$ cat config.mk
export PLATFORM = sky130hd
export DESIGN_NAME = alu_arbiter_flat
export DESIGN_NICKNAME = d
export VERILOG_FILES = /design/src/rtl/alu_arbiter_if.sv /design/src/rtl/alu_arbiter.sv /design/src/flat_wrapper.sv
export SDC_FILE = /design/constraint.sdc
export NUM_CORES = 1
export LEC_CHECK = 0
export BUFFER_PORTS_ARGS = -buffer_cell sky130_fd_sc_hd__buf_2
export CORE_AREA = 8 8 120 122
export DETAILED_ROUTE_END_ITERATION = 12
export DIE_AREA = 0 0 128 130
export GPL_ROUTABILITY_DRIVEN = 0
export PLACE_DENSITY = 0.8
export SKIP_CTS_REPAIR_TIMING = 1
export SYNTH_ARGS = -nofsm -noshare
export SYNTH_HDL_FRONTEND = slang
export SYNTH_SLANG_ARGS = --single-unit
$ cat constraint.sdc
create_clock -name i_clk -period 4.1 [get_ports i_clk]
set_clock_uncertainty 0.05 [all_clocks]
set_input_delay 0 -clock i_clk [delete_from_list [all_inputs] [get_ports i_clk]]
set_output_delay 0 -clock i_clk [all_outputs]
set_load 0.05 [all_outputs]
$ cat src/rtl/alu_arbiter_if.sv
// Bundle of requester, shared-ALU and response signals around alu_arbiter.
// The slave modport is the arbiter's view; master is the surrounding system.
interface alu_arbiter_if;
  logic        i_req0_valid;
  logic        o_req0_ready;
  logic [3:0]  i_req0_opsel;
  logic        i_req0_is_bne;
  logic [31:0] i_req0_op1;
  logic [31:0] i_req0_op2;

  logic        i_req1_valid;
  logic        o_req1_ready;
  logic [3:0]  i_req1_opsel;
  logic        i_req1_is_bne;
  logic [31:0] i_req1_op1;
  logic [31:0] i_req1_op2;

  logic [3:0]  o_alu_opsel;
  logic        o_alu_is_bne;
  logic [31:0] o_alu_op1;
  logic [31:0] o_alu_op2;
  logic [31:0] i_alu_result;
  logic        i_alu_jump;

  logic        o_rsp_valid;
  logic        o_rsp_id;
  logic [31:0] o_rsp_result;
  logic        o_rsp_jump;
  logic        i_rsp_ready;

  logic        o_busy;

  modport slave (
    input  i_req0_valid, i_req0_opsel, i_req0_is_bne, i_req0_op1, i_req0_op2,
    input  i_req1_valid, i_req1_opsel, i_req1_is_bne, i_req1_op1, i_req1_op2,
    input  i_alu_result, i_alu_jump, i_rsp_ready,
    output o_req0_ready, o_req1_ready,
    output o_alu_opsel, o_alu_is_bne, o_alu_op1, o_alu_op2,
    output o_rsp_valid, o_rsp_id, o_rsp_result, o_rsp_jump, o_busy
  );

  modport master (
    output i_req0_valid, i_req0_opsel, i_req0_is_bne, i_req0_op1, i_req0_op2,
    output i_req1_valid, i_req1_opsel, i_req1_is_bne, i_req1_op1, i_req1_op2,
    output i_alu_result, i_alu_jump, i_rsp_ready,
    input  o_req0_ready, o_req1_ready,
    input  o_alu_opsel, o_alu_is_bne, o_alu_op1, o_alu_op2,
    input  o_rsp_valid, o_rsp_id, o_rsp_result, o_rsp_jump, o_busy
  );
endinterface

$ cat src/rtl/alu_arbiter.sv
// Two-requester round-robin arbiter in front of one shared combinational ALU.
// One operation in flight at a time: IDLE grants, EXEC samples the ALU, RESP holds the answer.
module alu_arbiter (
  input logic          i_clk,
  input logic          i_rst,
  alu_arbiter_if.slave bus
);

  typedef enum logic [1:0] {IDLE, EXEC, RESP} state_e;

  state_e      state_q;
  logic        ptr_q;
  logic        id_q;
  logic        busy_q;
  logic        rspValid_q;
  logic        rspJump_q;
  logic        isBne_q;
  logic [3:0]  opsel_q;
  logic [31:0] op1_q;
  logic [31:0] op2_q;
  logic [31:0] rspResult_q;

  logic        grant0;
  logic        grant1;
  logic        accept;

  // A lone valid requester wins outright; the pointer only breaks ties.
  always_comb begin
    grant0 = 1'b0;
    grant1 = 1'b0;
    if (state_q == IDLE && !i_rst) begin
      grant0 = bus.i_req0_valid && (!bus.i_req1_valid || !ptr_q);
      grant1 = bus.i_req1_valid && (!bus.i_req0_valid || ptr_q);
    end
  end

  assign accept = grant0 | grant1;

  always_ff @(posedge i_clk or posedge i_rst) begin
    if (i_rst) begin
      state_q     <= IDLE;
      ptr_q       <= 1'b0;
      id_q        <= 1'b0;
      busy_q      <= 1'b0;
      rspValid_q  <= 1'b0;
      rspJump_q   <= 1'b0;
      isBne_q     <= 1'b0;
      opsel_q     <= 4'd0;
      op1_q       <= 32'd0;
      op2_q       <= 32'd0;
      rspResult_q <= 32'd0;
    end else begin
      case (state_q)
        IDLE: begin
          if (accept) begin
            opsel_q <= grant1 ? bus.i_req1_opsel  : bus.i_req0_opsel;
            isBne_q <= grant1 ? bus.i_req1_is_bne : bus.i_req0_is_bne;
            op1_q   <= grant1 ? bus.i_req1_op1    : bus.i_req0_op1;
            op2_q   <= grant1 ? bus.i_req1_op2    : bus.i_req0_op2;
            id_q    <= grant1;
            ptr_q   <= grant0;
            busy_q  <= 1'b1;
            state_q <= EXEC;
          end
        end
        EXEC: begin
          rspResult_q <= bus.i_alu_result;
          rspJump_q   <= bus.i_alu_jump;
          rspValid_q  <= 1'b1;
          state_q     <= RESP;
        end
        RESP: begin
          // Returning to IDLE here means a new grant can only happen next cycle.
          if (bus.i_rsp_ready) begin
            rspValid_q <= 1'b0;
            busy_q     <= 1'b0;
            state_q    <= IDLE;
          end
        end
        default: begin
          rspValid_q <= 1'b0;
          busy_q     <= 1'b0;
          state_q    <= IDLE;
        end
      endcase
    end
  end

  assign bus.o_req0_ready  = grant0;
  assign bus.o_req1_ready  = grant1;
  assign bus.o_alu_opsel   = opsel_q;
  assign bus.o_alu_is_bne  = isBne_q;
  assign bus.o_alu_op1     = op1_q;
  assign bus.o_alu_op2     = op2_q;
  assign bus.o_rsp_valid   = rspValid_q;
  assign bus.o_rsp_id      = id_q;
  assign bus.o_rsp_result  = rspResult_q;
  assign bus.o_rsp_jump    = rspJump_q;
  assign bus.o_busy        = busy_q;

endmodule

$ cat src/flat_wrapper.sv
// flat-port wrapper written by rule: the top's interface ports become plain ports
module alu_arbiter_flat 
  (i_clk, i_rst, bus_i_req0_valid, bus_i_req0_opsel, bus_i_req0_is_bne, bus_i_req0_op1, bus_i_req0_op2, bus_i_req1_valid, bus_i_req1_opsel, bus_i_req1_is_bne, bus_i_req1_op1, bus_i_req1_op2, bus_i_alu_result, bus_i_alu_jump, bus_i_rsp_ready, bus_o_req0_ready, bus_o_req1_ready, bus_o_alu_opsel, bus_o_alu_is_bne, bus_o_alu_op1, bus_o_alu_op2, bus_o_rsp_valid, bus_o_rsp_id, bus_o_rsp_result, bus_o_rsp_jump, bus_o_busy);
  alu_arbiter_if bus_i ();
  input logic i_clk;
  input logic i_rst;
  input wire logic [$bits(bus_i.i_req0_valid)-1:0] bus_i_req0_valid;
  input wire logic [$bits(bus_i.i_req0_opsel)-1:0] bus_i_req0_opsel;
  input wire logic [$bits(bus_i.i_req0_is_bne)-1:0] bus_i_req0_is_bne;
  input wire logic [$bits(bus_i.i_req0_op1)-1:0] bus_i_req0_op1;
  input wire logic [$bits(bus_i.i_req0_op2)-1:0] bus_i_req0_op2;
  input wire logic [$bits(bus_i.i_req1_valid)-1:0] bus_i_req1_valid;
  input wire logic [$bits(bus_i.i_req1_opsel)-1:0] bus_i_req1_opsel;
  input wire logic [$bits(bus_i.i_req1_is_bne)-1:0] bus_i_req1_is_bne;
  input wire logic [$bits(bus_i.i_req1_op1)-1:0] bus_i_req1_op1;
  input wire logic [$bits(bus_i.i_req1_op2)-1:0] bus_i_req1_op2;
  input wire logic [$bits(bus_i.i_alu_result)-1:0] bus_i_alu_result;
  input wire logic [$bits(bus_i.i_alu_jump)-1:0] bus_i_alu_jump;
  input wire logic [$bits(bus_i.i_rsp_ready)-1:0] bus_i_rsp_ready;
  output wire logic [$bits(bus_i.o_req0_ready)-1:0] bus_o_req0_ready;
  output wire logic [$bits(bus_i.o_req1_ready)-1:0] bus_o_req1_ready;
  output wire logic [$bits(bus_i.o_alu_opsel)-1:0] bus_o_alu_opsel;
  output wire logic [$bits(bus_i.o_alu_is_bne)-1:0] bus_o_alu_is_bne;
  output wire logic [$bits(bus_i.o_alu_op1)-1:0] bus_o_alu_op1;
  output wire logic [$bits(bus_i.o_alu_op2)-1:0] bus_o_alu_op2;
  output wire logic [$bits(bus_i.o_rsp_valid)-1:0] bus_o_rsp_valid;
  output wire logic [$bits(bus_i.o_rsp_id)-1:0] bus_o_rsp_id;
  output wire logic [$bits(bus_i.o_rsp_result)-1:0] bus_o_rsp_result;
  output wire logic [$bits(bus_i.o_rsp_jump)-1:0] bus_o_rsp_jump;
  output wire logic [$bits(bus_i.o_busy)-1:0] bus_o_busy;
  assign bus_i.i_req0_valid = bus_i_req0_valid;
  assign bus_i.i_req0_opsel = bus_i_req0_opsel;
  assign bus_i.i_req0_is_bne = bus_i_req0_is_bne;
  assign bus_i.i_req0_op1 = bus_i_req0_op1;
  assign bus_i.i_req0_op2 = bus_i_req0_op2;
  assign bus_i.i_req1_valid = bus_i_req1_valid;
  assign bus_i.i_req1_opsel = bus_i_req1_opsel;
  assign bus_i.i_req1_is_bne = bus_i_req1_is_bne;
  assign bus_i.i_req1_op1 = bus_i_req1_op1;
  assign bus_i.i_req1_op2 = bus_i_req1_op2;
  assign bus_i.i_alu_result = bus_i_alu_result;
  assign bus_i.i_alu_jump = bus_i_alu_jump;
  assign bus_i.i_rsp_ready = bus_i_rsp_ready;
  assign bus_o_req0_ready = bus_i.o_req0_ready;
  assign bus_o_req1_ready = bus_i.o_req1_ready;
  assign bus_o_alu_opsel = bus_i.o_alu_opsel;
  assign bus_o_alu_is_bne = bus_i.o_alu_is_bne;
  assign bus_o_alu_op1 = bus_i.o_alu_op1;
  assign bus_o_alu_op2 = bus_i.o_alu_op2;
  assign bus_o_rsp_valid = bus_i.o_rsp_valid;
  assign bus_o_rsp_id = bus_i.o_rsp_id;
  assign bus_o_rsp_result = bus_i.o_rsp_result;
  assign bus_o_rsp_jump = bus_i.o_rsp_jump;
  assign bus_o_busy = bus_i.o_busy;
  alu_arbiter u_core (.i_clk(i_clk), .i_rst(i_rst), .bus(bus_i));
endmodule
---- After elaboration in Yosys (flattened, before gate mapping) ----
Index checks and enable logic that the tools add are counted.
Widths: inputs -> output; s select.
word-level totals
  register bits after elaboration ......... 108
  word-level logic and storage cells ...... 45
cells by class
  muxes and demuxes ....................... 13
  reduce and logical (&&, ||, !) cells .... 14
  eq/ne operators ......................... 4
  bitwise gates (word level) .............. 3
operators by type and width
  kind                count
  $mux 32             2
  $pmux 1 s3          2
  $pmux 2 s3          1
  $reduce_and 2->1    3
  $mux 1              5
  $logic_not 1->1     4
  $mux 2              2
  $mux 4              1
  $logic_and 1x1->1   3
  $reduce_and 3->1    1
  $eq 2x1->1 const B  1
  $eq 2x2->1 const B  1
  $logic_not 2->1     1
  $logic_or 1x1->1    2
  $ne 2x1->1 const B  1
  $ne 2x2->1 const B  1
  $not 1->1           2
  $or 1x1->1          1

---- Longest topological paths before layout ----
Gate-level depths: netlist (run 1).
  depth after elaboration ................. 7
  gate-level depth with buffers ........... 7

---- Least setup slack after synthesis (run 1) ----
Ideal clock, no wire load.
  kind .................................... reg-to-reg
  start point ............................. register u_core.state_q[0]
  end point ............................... register u_core.id_q (netlist: u_core.bus.o_rsp_id)
  stages on the path, launching flop included .. 6
  buffers on the path ..................... 2
  slack ................................... 2,079 ps
  data required time ...................... 3,982 ps
  arrival time ............................ 1,903 ps
  cell sequence ........................... dfrtp_1 or3_1 buf_4 buf_6 nor3_2 a21o_1
on the way
  cells in the longest elaborated chain, start to end .. 5
  elaborated cells on any way between the ends .. 6
  classes of those cells .................. 2 x mux; 1 x bitwise; 3 x reduce/logical
RTL lines
  what                               RTL line            RTL
  from (decl)                        alu_arbiter.sv:11   state_e state_q;
  from (signal assigned)             alu_arbiter.sv:41   state_q <= IDLE;
  from (signal assigned)             alu_arbiter.sv:63   state_q <= EXEC;
  from (signal assigned)             alu_arbiter.sv:70   state_q <= RESP;
  $logic_not 2->1 *                  alu_arbiter.sv:31   if (state_q == IDLE && !i_rst) begin
  $logic_and 1x1->1 *                alu_arbiter.sv:31
  $mux 1 *                           alu_arbiter.sv:31
  via bus_o_req1_ready               flat_wrapper.sv:21  output wire logic [$bits(bus_i.o_req1_ready)-1:0] bus_o_req1_ready;
  $or 1x1->1                         alu_arbiter.sv:37   assign accept = grant0 | grant1;
  $reduce_and 2->1 (no source line)  --
  to (signal assigned)               alu_arbiter.sv:60   id_q <= grant1;
  to (decl)                          alu_arbiter.sv:13   logic id_q;
The timed path passes the listed nets; every way through them passes the cells marked *.
A chain may end at the register's enable or synchronous reset.

---- Worst setup path in the final report (run 1) ----
  start point ............................. input port bus_i_req1_valid
  end point ............................... register u_core.op1_q[22] (netlist: u_core.bus.o_alu_op1[22])
on the way
  cells in the longest elaborated chain, start to end .. 6
  elaborated cells on any way between the ends .. 9
  classes of those cells .................. 3 x mux; 1 x bitwise; 5 x reduce/logical
RTL lines
  what                               RTL line            RTL
  from (decl)                        flat_wrapper.sv:12  input wire logic [$bits(bus_i.i_req1_valid)-1:0] bus_i_req1_valid;
  $logic_not 1->1                    alu_arbiter.sv:32   grant0 = bus.i_req0_valid && (!bus.i_req1_valid || !ptr_q);
  $logic_or 1x1->1                   alu_arbiter.sv:32
  $logic_and 1x1->1                  alu_arbiter.sv:32
  $mux 1                             alu_arbiter.sv:31
  $or 1x1->1                         alu_arbiter.sv:37
  $reduce_and 2->1 (no source line)  --
  to (signal assigned)               alu_arbiter.sv:58   op1_q <= grant1 ? bus.i_req1_op1 : bus.i_req0_op1;
  to (decl)                          alu_arbiter.sv:19   logic [31:0] op1_q;
Parallel ways exist; a longest one is shown, timed or not.

==> results.sh, run 1 <==
export IMPL_finalWirelength_um=23900
export IMPL_totalNegativeSetupSlack_ps=0
export IMPL_vias=6467
export IMPL_crit_chain="buf_2 > or2_2 > nand2_1 > inv_2 > a31oi_1 > dlygate4sd3_1"
export IMPL_finalSetupViolations=0
export IMPL_slew_headroom_pct=17.7
export IMPL_crit_required_ps=4270
export IMPL_period_share_pct=67.6
export IMPL_cts_buffer_depth=2
export IMPL_die_width_um=128
export IMPL_crit_path_top_delay_cell="inv_2"
export IMPL_grt_pass1_wl_um=29200
export IMPL_synth_area_sq_um=5660
export IMPL_grt_max_degree=73
export IMPL_fin_area_sq_um=9070
export IMPL_slew_violations=0
export IMPL_cpPeakStageDelay_ps=890
export IMPL_arrival_ps=2940
export IMPL_min_period_ps=2770
export IMPL_syn_avg_cell_area_sq_um=11.1
export IMPL_cp_end_kind="flop"
export IMPL_fp_row_count=41
export IMPL_powerDensity_nw_per_um2=756
export IMPL_r2r_start="u_core.state_q[0]$_DFFE_PP0P_"
export IMPL_drv_cap=0
export IMPL_worstSetupPathType="in2reg"
export IMPL_groute_usage_overall_pct=21.8
export IMPL_yosys_warnings=0
export IMPL_path_clk_slew_ps=70
export IMPL_place_area_sq_um=7010
export IMPL_fmax_ghz=0.361
export IMPL_ioPinCount=283
export IMPL_first_pass_iters=8
export IMPL_antenna_found_initial=0
export IMPL_numPortBuffers=282
export IMPL_start_kind="primary input"
export IMPL_nets=1090
export IMPL_drtIter0Drc=683
export IMPL_synth_seq_cells=108
export IMPL_dr_wl_met3_um=2040
export IMPL_wirelength_met1_um=8630
export IMPL_vdd_drop_max_uv=524
export IMPL_cts_made_buffers=9
export IMPL_yosysUniqueCellTypes=22
export IMPL_worstPathBufferInverterCount=3
export IMPL_top_layer_used="met4"
export IMPL_cts_htree_levels=3
export IMPL_status="finished clean"
export IMPL_p_leak_uw=0.00382
export IMPL_drc_errors=0
export IMPL_die_area_sq_um=16600
export IMPL_grt_pass1_vias=5667
export IMPL_dp_hpwl_um=13500
export IMPL_viasPerCell=5.92
export IMPL_root_buffer="clkbuf_16"
export IMPL_clk_latency_ps=340
export IMPL_worst_slack_ps=1330
export IMPL_total_power_uw=6860
export IMPL_area_growth_syn_to_layout_pct=60.2
export IMPL_initial_core_util_pct=45.6
export IMPL_cpLargestDelayFamily="buffers and inverters"
export IMPL_grt_overflow_total=0
export IMPL_hold_violations=0
export IMPL_rsz0062_at_grt="false"
export IMPL_coreArea_sq_um=12400
export IMPL_synth_seq_area_share_pct=47.7
export IMPL_worst_pin_slew_ps=1230
export IMPL_fp_dieH_um=130
export IMPL_met2_length_um=12300
export IMPL_worstSetupStartpoint="bus_i_req1_valid"
export IMPL_wl_per_cell_um=21.8
export IMPL_cp_max_fo=71
export IMPL_cts_tree="done"
export IMPL_synth_fp_nets=687
export IMPL_place_ws_ps=1580
export IMPL_layout_drive_gt1_share_pct=42.0
export IMPL_ant_nets=0
export IMPL_postSynthCellCount=511
export IMPL_min_path_type="in2async"
export IMPL_numClockSinks=108
export IMPL_fillers=819
## state kept, by name, summed over array words and instances, names as in the netlist
name                     flops
u_core.bus.o_alu_op1        32
u_core.bus.o_alu_op2        32
u_core.bus.o_rsp_result     32
u_core.bus.o_alu_opsel       4
u_core.state_q               2
u_core.bus.o_alu_is_bne      1
u_core.bus.o_busy            1
u_core.bus.o_rsp_id          1
u_core.bus.o_rsp_jump        1
u_core.bus.o_rsp_valid       1
u_core.ptr_q                 1
## synth_stat cells, drive strengths merged
| library cell | count | share of area (%) |
|---|---|---|
| o21a | 2 | 0.26 |
| nor2 | 1 | 0.066 |
| o21ai | 1 | 0.088 |
| clkbuf | 30 | 2.0 |
| nor2b | 2 | 0.22 |
| o31ai | 69 | 15 |
| mux2 | 33 | 6.6 |
| dfrtp | 108 | 48 |
| a21o | 2 | 0.26 |
| or3 | 1 | 0.11 |
| buf | 43 | 4.9 |
| nor3 | 2 | 0.35 |
| or2 | 1 | 0.11 |
| nand4 | 69 | 7.6 |
| inv | 3 | 0.20 |
| nand2 | 2 | 0.13 |
| a31oi | 70 | 7.7 |
| nand2b | 1 | 0.11 |
| a21oi | 71 | 6.3 |
## layout make-up
cell class	count	area [sq um]	share of cell area, %
diodes	1	2.50	0.0276
multi-input cells	327	2580	28.4
clock inverters	7	97.6	1.08
inverters	3	16.3	0.179
well taps	172	215	2.37
flip-flops and latches	108	2700	29.8
clock buffers	9	225	2.48
repair buffers	465	3230	35.6
## logic make-up (layout without fill, tap and decap cells)
| group | after synthesis | in the layout | synth area share, % |
|---|---|---|---|
| buf+inv | 76 | 484 | 7.14 |
| other cells | 0 | 1 | 0 |
| simple gates | 79 | 79 | 8.73 |
| compound gates | 215 | 215 | 29.9 |
| flops | 108 | 108 | 47.7 |
| mux | 33 | 33 | 6.56 |
## tightest hold or removal path, stage by stage
cell and delay, ps:
dlygate4sd3_1 530, buf_2 170, inv_4 530
## routing by layer
metal	vias up	track usage [%]
met3	76	5.06
met5	-	0
met2	453	37.7
li1	2818	-
met1	3120	24.9
met4	0	10.8
## report_power, final
part	total (uW)	internal (uW)	leakage, uW	switching (uW)
logic	4030	1190	0.00244	2840
clock network	953	541	0.000158	412
registers	1880	1550	0.00122	326
## path summary, 6_finish.rpt
path,end,slack (ps),cells after the start
max,u_core.bus.o_alu_op1[22]$_DFFE_PP0P_,1330,6
min,u_core.state_q[0]$_DFFE_PP0P_,330,3
max reg2reg,u_core.bus.o_alu_op1[22]$_DFFE_PP0P_,1340,5
min reg2reg,u_core.bus.o_rsp_id$_DFFE_PP0P_,420,1
max in group asynchronous,u_core.bus.o_alu_op2[27]$_DFFE_PP0P_,2530,4
min in group i_clk,u_core.bus.o_rsp_result[15]$_DFFE_PP0P_,360,3
## metrics by stage
stage / util (%) / hold slack, ps / std cells
global route: 73.1 / 365 / 1091
CTS: 59.0 / -207 / 917
global placement: 56.4 / 150 / 901
detailed placement: 56.4 / 164 / 901
floorplan: - / 84.7 / 511
finish: 73.1 / 335 / 1092
## cell usage in the layout (no fill, tap or decap), drive strengths merged, types with 2 or more instances in the layout
cell type,n
dlygate4sd3,174
mux2,33
a21o,2
clkbuf,9
nand4,69
a21oi,71
inv,5
o21a,2
bufinv,2
nor2b,2
nand2,2
o31ai,69
clkinv,2
nor3,2
a31oi,70
dfrtp,108
buf,291
Power figures use the tool's default switching activity.
==> run 2, diff against run 1 <==
ABC_AREA = 1   (was default)
CORE_AREA = 8 8 113 115   (was 8 8 120 122)
DIE_AREA = 0 0 121 123   (was 0 0 128 130)
PLACE_DENSITY = 0.79   (was 0.8)
clock period = 2.76 ns   (was 4.1 ns; I/O delays follow)
==> run 2 against run 1 <==
- combinational power grew 58%
- sequential share of layout area grew 3.4 points
- routed wire length decreased by 23%
- critical path depth up 3
- flip-flop and latch count unchanged
- register-to-register slack worse by 1100 ps
- design area down 10%
- via count fell by 18%
- synthesized cell count decreased by 6.3%
- count of clock-buffer cells in the layout is 2 higher
- die area down 11%
- total power up 53%
- critical endpoint is now u_core.bus.o_alu_op2[2]$_DFFE_PP0P_
==> results.sh, run 2 <==
export IMPL_status="finished clean"
export IMPL_fin_area_sq_um=8160
export IMPL_initial_core_util_pct=41.4
export IMPL_postSynthCellCount=479
export IMPL_r2r_slack_ps=240
export IMPL_antenna_cells_inserted=0
export IMPL_r2r_start="u_core.state_q[1]$_DFFE_PP0P_"
export IMPL_grt_overflow_total=0
export IMPL_yosys_top_cells_area="dfrtp_1, nand2_1, a31oi_1"
export IMPL_crit_chain="inv_2 > nand2_2 > nor2_4 > nand2_4 > nand2_4 > buf_4 > nor2_1 > a31oi_1 > dlygate4sd3_1"
export IMPL_numPortBuffers=282
export IMPL_first_pass_iters=5
export IMPL_ioPinCount=283
export IMPL_min_period_ps=2520
export IMPL_period_share_pct=91.4
export IMPL_powerDensity_nw_per_um2=1290
export IMPL_hold_depth=4
export IMPL_finalSetupViolations=0
export IMPL_slew_headroom_pct=66.7
export IMPL_crit_required_ps=2990
export IMPL_dp_hpwl_um=10800
export IMPL_rsz0062_at_grt="false"
export IMPL_worst_pin_slew_ps=499
export IMPL_path_clk_slew_ps=70
export IMPL_finish_utilization_pct=73.6
export IMPL_synth_seq_cells=108
export IMPL_grt_pass1_vias=4289
export IMPL_yosysTopAreaCell="dfrtp_1"
export IMPL_die_width_um=121
export IMPL_arrival_ps=2750
export IMPL_layout_drive_gt1_share_pct=37.5
export IMPL_yosysUniqueCellTypes=17
export IMPL_netlist_area_leader_share_pct=58.9
export IMPL_cpPeakStageDelay_ps=580
export IMPL_cts_made_buffers=9
export IMPL_min_path_type="in2reg"
export IMPL_total_power_uw=10500
export IMPL_worstSetupPathType="reg2reg"
export IMPL_clk_latency_ps=340
export IMPL_yosys_warnings=0
export IMPL_totalNegativeSetupSlack_ps=0
export IMPL_synth_area_sq_um=4590
export IMPL_start_kind="flop"
export IMPL_vdd_drop_max_uv=881
export IMPL_cpMostUsedCell="nand2_4"
export IMPL_p_leak_uw=0.00393
export IMPL_ff2ff_path_depth=9
export IMPL_cts_tree="done"
export IMPL_layout_commonest_cell="buf_2"
export IMPL_cp_end_kind="flop"
export IMPL_numClockSinks=108
export IMPL_groute_usage_overall_pct=18.2
export IMPL_synthTopCellsByCount="nand2_1, dfrtp_1, nor2_1"
export IMPL_fp_dieH_um=123
export IMPL_vias=5303
export IMPL_grt_pass1_wl_um=21500
export IMPL_whs_ps=78.8
export IMPL_wl_per_cell_um=17.2
export IMPL_hold_violations=0
export IMPL_layout_common_cells="buf_2, dlygate4sd3_1, nand2_1, dfrtp_1, nor2_1"
export IMPL_area_growth_syn_to_layout_pct=77.8
export IMPL_viasPerCell=4.96
export IMPL_reg2reg_to="u_core.bus.o_alu_op2[2]$_DFFE_PP0P_"
export IMPL_root_buffer="clkbuf_16"
export IMPL_ys_flop_type="dfrtp_1"
export IMPL_cts_htree_levels=3
export IMPL_hp_start="bus_i_req1_valid"
export IMPL_fmax_ghz=0.396
export IMPL_antenna_found_initial=1
export IMPL_coreArea_sq_um=11100
export IMPL_drc_errors=0
export IMPL_synth_edf_count=0
export IMPL_ant_nets=0
export IMPL_synth_fp_nets=655
export IMPL_fp_row_count=39
export IMPL_die_area_sq_um=14900
export IMPL_place_area_sq_um=6120
export IMPL_drtIter0Drc=434
export IMPL_syn_avg_cell_area_sq_um=9.57
export IMPL_synth_seq_area_share_pct=58.9
export IMPL_yosysMostFrequentCell="nand2_1"
export IMPL_drv_cap=0
export IMPL_grt_max_degree=66
export IMPL_cts_buffer_depth=2
export IMPL_async_flop_share_pct=100
export IMPL_crit_path_top_delay_cell="dlygate4sd3_1"
export IMPL_cp_max_fo=42
export IMPL_min_to="u_core.ptr_q$_DFFE_PP0P_"
export IMPL_slew_violations=0
export IMPL_finalWirelength_um=18400
export IMPL_nets=1098
[run 2: changes by cell type in the layout (fill, tap and decap cells not counted), sizes merged, moves of 5 or more]
| cell | change |
|---|---|
| nand4 | -69 |
| nor2 | +70 |
| inv | +5 |
| o31ai | -69 |
| a21oi | -70 |
| nand2 | +148 |
[run 2: cells by family (layout without fill, tap and decap cells)]
family,after synthesis,count (layout),synth area share (%)
multiplexers,33,33,8.10
AO/OA/AOI/OAI,73,73,9.99
buffers and inverters,42,490,4.23
AND/OR/NAND/NOR,223,223,18.7
flip-flops,108,108,58.9
[run 2: how the worst max path moves through the flow]
| stage | to | from | depth (start not counted) |
|---|---|---|---|
| 6_report | u_core.bus.o_alu_op2[2]$_DFFE_PP0P_ | u_core.state_q[1]$_DFFE_PP0P_ | 9 |
| 5_1_grt | u_core.bus.o_alu_op2[4]$_DFFE_PP0P_ | u_core.state_q[1]$_DFFE_PP0P_ | 9 |
| 4_1_cts | bus_o_req1_ready | u_core.state_q[1]$_DFFE_PP0P_ | 7 |
| 3_5_place_dp | u_core.bus.o_alu_op2[8]$_DFFE_PP0P_ | u_core.state_q[1]$_DFFE_PP0P_ | 8 |
| 3_3_place_gp | u_core.bus.o_alu_op2[13]$_DFFE_PP0P_ | u_core.state_q[1]$_DFFE_PP0P_ | 8 |
| 2_1_floorplan | u_core.bus.o_alu_op2[26]$_DFFE_PP0P_ | u_core.state_q[1]$_DFFE_PP0P_ | 8 |
[run 2: metrics by stage]
stage                     setup slack, ps  cells
after global placement                969    881
final                                 237   1070
after floorplan                      1310    479
after global routing                 78.6   1070
after CTS                             661    897
after detailed placement              869    881
[run 2: per-layer routing]
layer  part of all wire, %  global-route usage, %  vias up
li1                      -                      -     2488
met1                    37                   20.6     2509
met2                    52                   32.0      263
met3                   8.7                   6.39       41
met4                   2.4                   4.92        2
met5                 0.043                      0        -
[run 2: area by class of cell]
class	count	area, sq um
Timing Repair Buffer	464	3240
Fill cell	688	2920
Sequential cell	108	2700
Multi-Input combinational cell	329	1690
Clock buffer	11	243
Tap cell	143	179
Clock inverter	5	60.1
Inverter	10	41.3
[run 2: power breakdown]
part | switching, uW | internal, uW | total (uW)
clock | 579 | 733 | 1310
combinational | 4280 | 2100 | 6380
sequential | 423 | 2370 | 2790
total | 5280 | 5200 | 10500
[run 2: critical path, delay by kind of cell, from the launching register on]
family,cells,cell delay (ps)
AOI/OAI and AO/OA,1,190
buffers and inverters,3,1060
DFF,1,390
and+or+nand+nor,5,750
==> run 3, diff against run 2 <==
BUFFER_PORTS_ARGS = default   (was -buffer_cell sky130_fd_sc_hd__buf_2)
CORE_AREA = 8 8 104 106   (was 8 8 113 115)
DIE_AREA = 0 0 112 114   (was 0 0 121 123)
DONT_BUFFER_PORTS = 1   (was default)
PLACE_DENSITY = 0.62   (was 0.79)
SETUP_SLACK_MARGIN = 0.02   (was default)
==> run 3 against run 2 <==
- area after synthesis is the same
- synthesized cell count did not move
- the flow now stops in global routing
==> results.sh, run 3 <==
export IMPL_numPortBuffers=0
export IMPL_netlist_area_leader_share_pct=58.9
export IMPL_fp_dieH_um=114
export IMPL_initial_core_util_pct=50.3
export IMPL_die_width_um=112
export IMPL_ys_flop_type="dfrtp_1"
export IMPL_synth_edf_count=0
export IMPL_yosysMostFrequentCell="nand2_1"
export IMPL_yosysUniqueCellTypes=17
export IMPL_stop_error="[ERROR RSZ-0060] Max buffer count reached."
export IMPL_grt_max_degree=95
export IMPL_root_buffer="clkbuf_8"
export IMPL_cts_htree_levels=3
export IMPL_yosysTopAreaCell="dfrtp_1"
export IMPL_async_flop_share_pct=100
export IMPL_synth_seq_area_share_pct=58.9
export IMPL_synth_fp_nets=655
export IMPL_postSynthCellCount=479
export IMPL_status="aborted with a tool error"
export IMPL_stop_stage="global routing"
export IMPL_synth_seq_cells=108
export IMPL_cts_made_buffers=9
export IMPL_cts_buffer_depth=2
export IMPL_syn_avg_cell_area_sq_um=9.57
export IMPL_synthTopCellsByCount="nand2_1, dfrtp_1, nor2_1"
export IMPL_dp_hpwl_um=9990
export IMPL_yosys_top_cells_area="dfrtp_1, nand2_1, a31oi_1"
export IMPL_synth_area_sq_um=4590
export IMPL_numClockSinks=108
export IMPL_yosys_warnings=0
export IMPL_fp_row_count=35
export IMPL_ioPinCount=283
==> run 3: stage by stage <==
| step | setup slack, ps | cell area [sq um] | utilization (%) | std cells | hold slack (ps) |
|---|---|---|---|---|---|
| 2_1_floorplan | 1310 | 4590 | - | 479 | 95.6 |
| 3_3_place_gp | 834 | 4670 | 51.2 | 565 | 27.7 |
| 3_5_place_dp | 753 | 4670 | 51.2 | 565 | 27.0 |
| 4_1_cts | 699 | 4920 | 54.0 | 581 | -386 |
==> run 3: kinds of logic after synthesis <==
| group | after synthesis | share of synthesized area, % |
|---|---|---|
| compound gates | 73 | 9.99 |
| simple gates | 223 | 18.7 |
| mux | 33 | 8.10 |
| flops | 108 | 58.9 |
| buf+inv | 42 | 4.23 |
==> run 4, diff against run 3 <==
CORE_AREA = 8 8 117 119   (was 8 8 104 106)
DIE_AREA = 0 0 125 127   (was 0 0 112 114)
PLACE_DENSITY = default   (was 0.62)
PLACE_DENSITY_LB_ADDON = 0.15   (was default)
SETUP_SLACK_MARGIN = default   (was 0.02)
==> run 4 against run 3 <==
- area after synthesis unchanged
- synthesized cell count unchanged
- the run again fails in global routing
==> results.sh, run 4 <==
export IMPL_die_width_um=125
export IMPL_numPortBuffers=0
export IMPL_numClockSinks=108
export IMPL_synth_area_sq_um=4590
export IMPL_ys_flop_type="dfrtp_1"
export IMPL_cts_htree_levels=3
export IMPL_status="aborted with a tool error"
export IMPL_initial_core_util_pct=38.8
export IMPL_root_buffer="clkbuf_16"
export IMPL_placedCellCount=602
export IMPL_cts_buffer_depth=2
export IMPL_yosysUniqueCellTypes=17
export IMPL_yosysMostFrequentCell="nand2_1"
export IMPL_grt_max_degree=56
export IMPL_synth_fp_nets=655
export IMPL_synth_edf_count=0
export IMPL_synth_seq_cells=108
export IMPL_synthTopCellsByCount="nand2_1, dfrtp_1, nor2_1"
export IMPL_yosys_warnings=0
export IMPL_postSynthCellCount=479
export IMPL_cts_made_buffers=9
export IMPL_dp_hpwl_um=10000
export IMPL_yosysTopAreaCell="dfrtp_1"
export IMPL_stop_stage="global routing"
export IMPL_ioPinCount=283
export IMPL_fp_row_count=40
export IMPL_netlist_area_leader_share_pct=58.9
export IMPL_async_flop_share_pct=100
export IMPL_syn_avg_cell_area_sq_um=9.57
export IMPL_yosys_top_cells_area="dfrtp_1, nand2_1, a31oi_1"
export IMPL_fp_dieH_um=127
export IMPL_place_ws_ps=711
export IMPL_synth_seq_area_share_pct=58.9
export IMPL_stop_error="[ERROR RSZ-0060] Max buffer count reached."
## run 4: logic make-up after synthesis
group	share of synthesized area [%]
AOI/OAI and AO/OA	9.99
buffers and inverters	4.23
DFF	58.9
muxes	8.10
and+or+nand+nor	18.7
## run 4: stage by stage
stage	cell area (sq um)	util (%)	hold slack, ps
4_1_cts	5070	42.9	-655
3_5_place_dp	4720	40.0	-273
3_3_place_gp	4720	40.0	-273
2_1_floorplan	4590	-	95.6
